==> src/rtl/btn_pkg.sv <==
// Shared types and default timing constants for the button press decoder.
package btn_pkg;

    typedef enum logic [2:0] {
        IDLE,
        PRESS1,
        GAP,
        LONG,
        WAIT_REL
    } btn_state_t;

    // Defaults assume a 100 MHz clock.
    localparam int DEF_LONG_CYCLES   = 50_000_000;
    localparam int DEF_GAP_CYCLES    = 25_000_000;
    localparam int DEF_REPEAT_CYCLES = 10_000_000;

    function automatic int max3(input int a, input int b, input int c);
        int m;
        m = (a > b) ? a : b;
        return (m > c) ? m : c;
    endfunction

endpackage

==> src/rtl/btn_edge_detect.sv <==
// Registered edge detector: q is d delayed one cycle; rise/fall compare them.
module btn_edge_detect (
    input  logic clk,
    input  logic rst,
    input  logic d,
    output logic rise,
    output logic fall,
    output logic q
);

    logic d_q;
    logic d_d;

    // Next value of the delayed copy is simply the current input.
    always_comb begin
        d_d = d;
    end

    // Delay register; clears to 0 so a level held through reset reads as a rise.
    always_ff @(posedge clk or posedge rst) begin
        if (rst) d_q <= 1'b0;
        else     d_q <= d_d;
    end

    assign rise = d & ~d_q;
    assign fall = ~d & d_q;
    assign q    = d_q;

endmodule

==> src/rtl/btn_press_decoder.sv <==
// Classifies debounced button presses into short / double / long events and
// emits an auto-repeat pulse while a long press is held. All outputs registered.
module btn_press_decoder
    import btn_pkg::*;
#(
    parameter int LONG_CYCLES   = DEF_LONG_CYCLES,
    parameter int GAP_CYCLES    = DEF_GAP_CYCLES,
    parameter int REPEAT_CYCLES = DEF_REPEAT_CYCLES
) (
    input  logic clk,
    input  logic rst,
    input  logic btn_sync,
    output logic short_press,
    output logic double_press,
    output logic long_press,
    output logic rep_pulse,
    output logic busy
);

    localparam int CNT_W = $clog2(max3(LONG_CYCLES, GAP_CYCLES, REPEAT_CYCLES) + 1);

    localparam logic [CNT_W-1:0] LONG_LAST = CNT_W'(LONG_CYCLES - 1);
    localparam logic [CNT_W-1:0] GAP_LAST  = CNT_W'(GAP_CYCLES - 1);
    localparam logic [CNT_W-1:0] REP_LAST  = CNT_W'(REPEAT_CYCLES - 1);

    logic rise, fall, btn_q;

    btn_state_t       state_q, state_d;
    logic [CNT_W-1:0] timer_q, timer_d;
    logic             short_q, short_d;
    logic             double_q, double_d;
    logic             long_q, long_d;
    logic             rep_q, rep_d;

    btn_edge_detect u_edge (
        .clk  (clk),
        .rst  (rst),
        .d    (btn_sync),
        .rise (rise),
        .fall (fall),
        .q    (btn_q)
    );

    // Next-state, timer and pulse decode; fall/rise take priority over timeouts.
    always_comb begin
        state_d  = state_q;
        short_d  = 1'b0;
        double_d = 1'b0;
        long_d   = 1'b0;
        rep_d    = 1'b0;

        case (state_q)
            IDLE: begin
                if (rise) state_d = PRESS1;
            end
            PRESS1: begin
                if (fall) begin
                    state_d = GAP;
                end else if (btn_q && timer_q == LONG_LAST) begin
                    long_d  = 1'b1;
                    state_d = LONG;
                end
            end
            GAP: begin
                if (rise) begin
                    double_d = 1'b1;
                    state_d  = WAIT_REL;
                end else if (timer_q == GAP_LAST) begin
                    short_d = 1'b1;
                    state_d = IDLE;
                end
            end
            LONG: begin
                if (fall) begin
                    state_d = IDLE;
                end else if (timer_q == REP_LAST) begin
                    rep_d = 1'b1;
                end
            end
            WAIT_REL: begin
                if (fall) state_d = IDLE;
            end
            default: state_d = IDLE;
        endcase

        // Timer restarts on any state change or repeat tick, otherwise saturates.
        if (state_d != state_q || rep_d) begin
            timer_d = '0;
        end else if (timer_q != {CNT_W{1'b1}}) begin
            timer_d = timer_q + 1'b1;
        end else begin
            timer_d = timer_q;
        end
    end

    // State, timer and registered event pulses.
    always_ff @(posedge clk or posedge rst) begin
        if (rst) begin
            state_q  <= IDLE;
            timer_q  <= '0;
            short_q  <= 1'b0;
            double_q <= 1'b0;
            long_q   <= 1'b0;
            rep_q    <= 1'b0;
        end else begin
            state_q  <= state_d;
            timer_q  <= timer_d;
            short_q  <= short_d;
            double_q <= double_d;
            long_q   <= long_d;
            rep_q    <= rep_d;
        end
    end

    assign short_press  = short_q;
    assign double_press = double_q;
    assign long_press   = long_q;
    assign rep_pulse    = rep_q;
    assign busy         = (state_q != IDLE);

endmodule

==> config.mk <==
export PLATFORM = sky130hd
export DESIGN_NAME = btn_press_decoder
export DESIGN_NICKNAME = d
export VERILOG_FILES = /design/src/rtl/btn_pkg.sv /design/src/rtl/btn_edge_detect.sv /design/src/rtl/btn_press_decoder.sv
export SDC_FILE = /design/constraint.sdc
export NUM_CORES = 1
export LEC_CHECK = 0
export CAP_MARGIN = 20
export CELL_PAD_IN_SITES_DETAIL_PLACEMENT = 0
export CELL_PAD_IN_SITES_GLOBAL_PLACEMENT = 1
export CORE_ASPECT_RATIO = 1.1
export CORE_MARGIN = 3
export CORE_UTILIZATION = 45
export CTS_BUF_LIST = sky130_fd_sc_hd__clkbuf_4 sky130_fd_sc_hd__clkbuf_8
export DETAILED_ROUTE_END_ITERATION = 10
export PLACE_DENSITY_LB_ADDON = 0.2
export SLEW_MARGIN = 20
export SYNTH_ARGS = -nofsm -noshare
export SYNTH_HDL_FRONTEND = slang
export SYNTH_HIERARCHICAL = 1
export SYNTH_SLANG_ARGS = --single-unit
==> constraint.sdc <==
create_clock -name clk -period 4.8 [get_ports clk]
set_input_delay 0.96 -clock clk [delete_from_list [all_inputs] [get_ports clk]]
set_output_delay 0.96 -clock clk [all_outputs]
set_load 0.05 [all_outputs]
======== After elaboration in Yosys (flattened, before gate mapping) ========
Index checks and enable logic that the tools add are counted.
word-level totals
  output and inout port bits .............. 5
  bits in registers ....................... 34
operators by class
  equal/unequal tests ..................... 9
  bitwise logic cells ..................... 4
  muxes and demuxes ....................... 20
  add/subtract/negate cells ............... 1
  reductions and logical operators ........ 6
operators by type and width
  kind                                                    count
  two-way mux 26 bit                                      2
  adder 26 x 1 -> 26 bit (second input constant)          1
  equality test 26 x 24 -> 1 bit (second input constant)  1
  equality test 26 x 25 -> 1 bit (second input constant)  1
  equality test 26 bit (second input constant)            1
  inequality test 26 bit (second input constant)          1
  two-way mux 3 bit                                       6
  case mux 3 bit (4 select lines)                         1
  two-way mux 1 bit                                       11
  equality test 3 x 2 -> 1 bit (second input constant)    2
  equality test 3 x 1 -> 1 bit (second input constant)    1
  equality test 3 bit (second input constant)             1
  logical NOT 3 bit                                       1
  inequality test 3 bit                                   1
  nonzero test 3 bit                                      1
  bitwise AND 1 bit                                       2
  inverter 1 bit                                          2
  nonzero test 2 bit                                      1
  OR reduction 2 bit                                      1
  logical AND 1 bit                                       1
  logical OR 1 bit                                        1

======== Depth between registers and ports, before layout ========
  depth in word-level cells ............... 8
  mapped depth ............................ 8
  gate-level depth less buffers ........... 6

======== Hierarchy ========
The synthesis kept the hierarchy.
by module, submodules not included
  module             instances  seq. area each (um2)  cells an instance  area an instance (um2)
  btn_press_decoder  1          825.8                 209                1974.4
  btn_edge_detect    1          25.0                  4                  43.8

======== Worst setup path after synthesis ========
No wires, ideal clock.
  path type ............................... input to register
  start point ............................. in btn_sync
  end point ............................... reg timer_q[12]
  setup slack ............................. 2.558 ns
  path buffers ............................ 0
  library setup time ...................... 0.125 ns
  arrival ................................. 2.117 ns
  data required time ...................... 4.675 ns
  cell stages on the path ................. 6
  cell sequence ........................... and2b_2 o31ai_1 o31ai_1 a31oi_1 o21ai_2 a2111oi_0
on the way
  cells in the longest elaborated chain, start to end .. 7
  elaborated cells on any way between the ends .. 14
  classes of those cells .................. eq/ne (1); mux (8); bitwise (3); reduce/logical (2)
ends and longest elaborated chain
  element                                                   line                                                                       RTL
  start, declared                                           btn_press_decoder.sv:12                                                    input logic btn_sync,
  inverter 1 bit                                            btn_edge_detect.sv:26                                                      assign fall = ~d & d_q;
  bitwise AND 1 bit                                         btn_edge_detect.sv:26
  two-way mux 3 bit, on equally long branches               btn_press_decoder.sv:74, btn_press_decoder.sv:81, btn_press_decoder.sv:57
  case mux 3 bit (4 select lines)                           btn_press_decoder.sv:52                                                    case (state_q)
  inequality test 3 bit                                     btn_press_decoder.sv:87                                                    if (state_d != state_q || rep_d) begin
  logical OR 1 bit *                                        btn_press_decoder.sv:87
  two-way mux 26 bit or nonzero test 2 bit (tied branches)  --
  end signal, assigned                                      btn_press_decoder.sv:107                                                   timer_q <= timer_d;
  end, declared                                             btn_press_decoder.sv:29                                                    logic [CNT_W-1:0] timer_q, timer_d;
Mark *: on every way between the ends. The rest lies on a longest branch, timed or not.
A chain may end at the register's enable or synchronous reset.

======== Final worst setup path ========
  start point ............................. in btn_sync
  end point ............................... reg timer_q[12]
on the way
  cells in the longest elaborated chain, start to end .. 7
  elaborated cells on any way between the ends .. 14
  classes of those cells .................. eq/ne (1); mux (8); bitwise (3); reduce/logical (2)
ends and longest elaborated chain
  element                                                   line                                                                       RTL
  inverter 1 bit *                                          btn_edge_detect.sv:26
  bitwise AND 1 bit *                                       btn_edge_detect.sv:26
  named net fall                                            btn_press_decoder.sv:26                                                    logic rise, fall, btn_q;
  two-way mux 3 bit, on equally long branches               btn_press_decoder.sv:74, btn_press_decoder.sv:81, btn_press_decoder.sv:57
  case mux 3 bit (4 select lines)                           btn_press_decoder.sv:52
  inequality test 3 bit                                     btn_press_decoder.sv:87
  logical OR 1 bit *                                        btn_press_decoder.sv:87
  two-way mux 26 bit or nonzero test 2 bit (tied branches)  --
The timed path passes the listed nets; every way through them passes the cells marked *.

==> flow_summary_export.csv <==
group,metric,value,unit
floorplanning,die_area,5330,um^2
cts,cts_tree,"done",
final_layout,layout_common_cells,"dfrtp_1, nor3_1, xnor2_1",
sta,slew_headroom,44.7,%
cts,postCtsSetupRepairBufs,0,
worst_setup_path,cp.buffers_inverters,1,
cts,cts_root_buffer,"clkbuf_8",
worst_setup_path,reg2reg_slack,2.17,ns
synthesis,syn_nets,217,
synthesis,ys_types,50,
placed_design,gp_congestion,0.816,
synthesis,ys_top_cells_by_area,"dfrtp_1, xnor2_1, nor3_1",
worst_setup_path,rr_worst_depth,6,
worst_setup_path,crit_top_cell,"o31ai_1",
final_layout,num_antenna_cells,0,
floorplanning,die_height,76.2,um
detailed_routing,num_vias,1677,
final_layout,layout_commonest_cell,"dfrtp_1",
worst_setup_path,crit_type,"input port to flop",
synthesis,yosys.area.top_type,"dfrtp_1",
power_and_ir_drop,ir_worst_vdd,0.170,mV
floorplanning,initial_core_util,48.7,%
cts,numCtsBuffers,5,
synthesis,ys.flop_type,"dfrtp_1",
sta,fin_crit_sh,58.9,%
grt,grt_overflow,0,
cts,clk_latency,0.28,ns
sta,hold_viol_final,0,
cts,post_cts_resized,0,
grt,grt_use_total,18.0,%
final_layout,final_cells,269,
grt,grt_max_degree,34,
detailed_routing,drc,0,
placed_design,dp_cells,261,
detailed_routing,dr.pass1.iters,4,
hold_path,hold_end,"timer_q[19]",
floorplanning,rows,24,
synthesis,postSynthCellCount,213,
cts,clock_path_buffers,2,
run,maxCapViolations,0,
final_layout,multiInputGateArea,1070,um^2
final_layout,area_growth,8.68,%
floorplanning,core_area,4140,um^2
final_layout,drive_above_1_share,11.1,%
final_layout,stdcell_area,2190,um^2
worst_setup_path,worstSetupEndpointType,"flop",
synthesis,syn-cell-area,2020,um^2
worst_setup_path,slowest_stage,"clkdlybuf4s50_1",
floorplanning,die_x,69.9,um
worst_setup_path,cp_top_family,"compound AO/OA/AOI/OAI gates",
cts,ctsHoldBuffers,0,
hold_path,hold-path-cell-count,2,
power_and_ir_drop,p_total,0.756,mW
worst_setup_path,cp-start-kind,"input port",
detailed_routing,wl_per_cell,16.8,um
hold_path,hp-class,"flop to flop",
final_layout,fill_cells,383,
synthesis,synth_top_area_share,42.2,%
cts,h-tree-depth,2,
sta,setup_violations,0,
outcome,status,"finished clean",
grt,grt_pass1_wl,7850,um
worst_setup_path,r2r-start,"timer_q[0]",
sta,worst_pin_slew,0.829,ns
synthesis,avgSynthCellArea,9.48,um^2
detailed_routing,drt-total-wl,4520,um
power_and_ir_drop,p_leak,0.796,nW
synthesis,async_reset_ff_share,100,%
power_and_ir_drop,power_density,345,nW/um^2
worst_setup_path,worstPathRequired,4.96,ns
hold_path,min_from,"timer_q[19]",
detailed_routing,drtIter0Drc,88,
final_layout,nets,220,
grt,grt_pass1_vias,1640,
floorplanning,io_pins,8,
synthesis,yosysWarnings,6,
detailed_routing,ant_nets,0,
detailed_routing,viasPerCell,6.23,
grt,antenna_found_initial,0,
sta,clock_skew,0.00578,ns
worst_setup_path,slowest_delay,0.49,ns
worst_setup_path,r2r_end,"timer_q[24]",
worst_setup_path,path_max_fanout,26,
sta,tns,0,ns
sta,rsz0062_at_grt,"false",
synthesis,ys_seq_elements,34,
worst_setup_path,cp_cell_sequence,"clkdlybuf4s50_1 > and2b_2 > o31ai_1 > o31ai_1 > a31oi_1 > o21ai_4 > a2111oi_0",
placed_design,dp_hpwl,3110,um
final_layout,seq_area,851,um^2
cts,clock-sinks,34,
sta,fmax,353,MHz
cts,clkTransAtPathRegs,0.07,ns
synthesis,ys_seq_area_share,42.2,%
sta,drv_slew,0,
sta,period_minus_slack,2.83,ns
placed_design,placed_cell_area,2090,um^2
synthesis,synth-edff-count,0,
placed_design,port_buffers,7,
worst_setup_path,worstPathArrival,2.99,ns
[cells by family (layout without fill, tap and decap cells)]
logic type                 Yosys count  after routing  share of synthesized area (%)
adders and majority gates            1              1                          0.620
AOI/OAI and AO/OA                   34             34                           12.2
and+or+nand+nor                    105            105                           31.4
xor gates and xnor gates            19             19                           8.25
DFF                                 34             34                           42.2
muxes                                1              1                          0.496
buffers and inverters               19             23                           4.96
[cells in the mapped netlist (4+ instances only)]
master,n
dfrtp_1,34
nor3_1,17
xnor2_1,16
nor2_1,15
nand2_1,11
a21oi_1,9
nand3_1,9
a211oi_1,8
nand4_1,8
nor4_1,8
inv_1,6
and3_1,5
clkbuf_1,5
a2111oi_0,4
and4_1,4
buf_2,4
o31ai_1,4
[power by group]
part	switching [mW]	internal (mW)
combinational	0.131	0.0575
clock	0.0999	0.121
sequential	0.0380	0.308
total	0.269	0.487
[sequential cells by signal (all words and copies together), names as in the netlist]
signal,cells
double_press,1
rep_pulse,1
long_press,1
timer_q,26
u_edge/q,1
short_press,1
state_q,3
[stage by stage]
stage	util, %	worst slack (ns)	hold slack [ns]
2_1_floorplan	-	2.56	0.537
3_3_place_gp	50.5	1.71	0.577
3_5_place_dp	50.5	1.63	0.578
4_1_cts	52.7	1.88	0.595
5_1_grt	52.9	1.81	0.602
6_report	52.9	1.97	0.595
[worst min-delay path: stages, from the launching register on]
cell and delay, ns:
dfrtp_1 0.39, xnor2_1 0.13, nor3_1 0.04
[worst max path at each step]
stage	from	end	cells past startpoint	slack [ns]
after CTS	timer_q[0]	timer_q[24]	6	1.88
after floorplan	btn_sync	timer_q[12]	6	2.56
after global placement	btn_sync	timer_q[12]	7	1.71
after detailed placement	btn_sync	timer_q[12]	7	1.63
after global routing	btn_sync	timer_q[12]	7	1.81
final	btn_sync	timer_q[12]	7	1.97
[cell type report]
cell class / count / share of cell area [%]
clock buffer: 7 / 4.11
clock inverter: 1 / 0.228
inverter: 6 / 1.03
multi-input combinational: 160 / 49.0
sequential: 34 / 38.8
tap: 52 / 2.97
timing repair buffer: 9 / 3.88
[metal layers]
layer  vias up  GRT usage (%)  part of all wire [%]
met1       840           24.2                    43
li1        799              -                     -
met2        33           28.4                    52
met4         0           6.51                  0.75
met3         5           3.96                   4.2
met5         -              0                     0
Power figures use the tool's default switching activity.
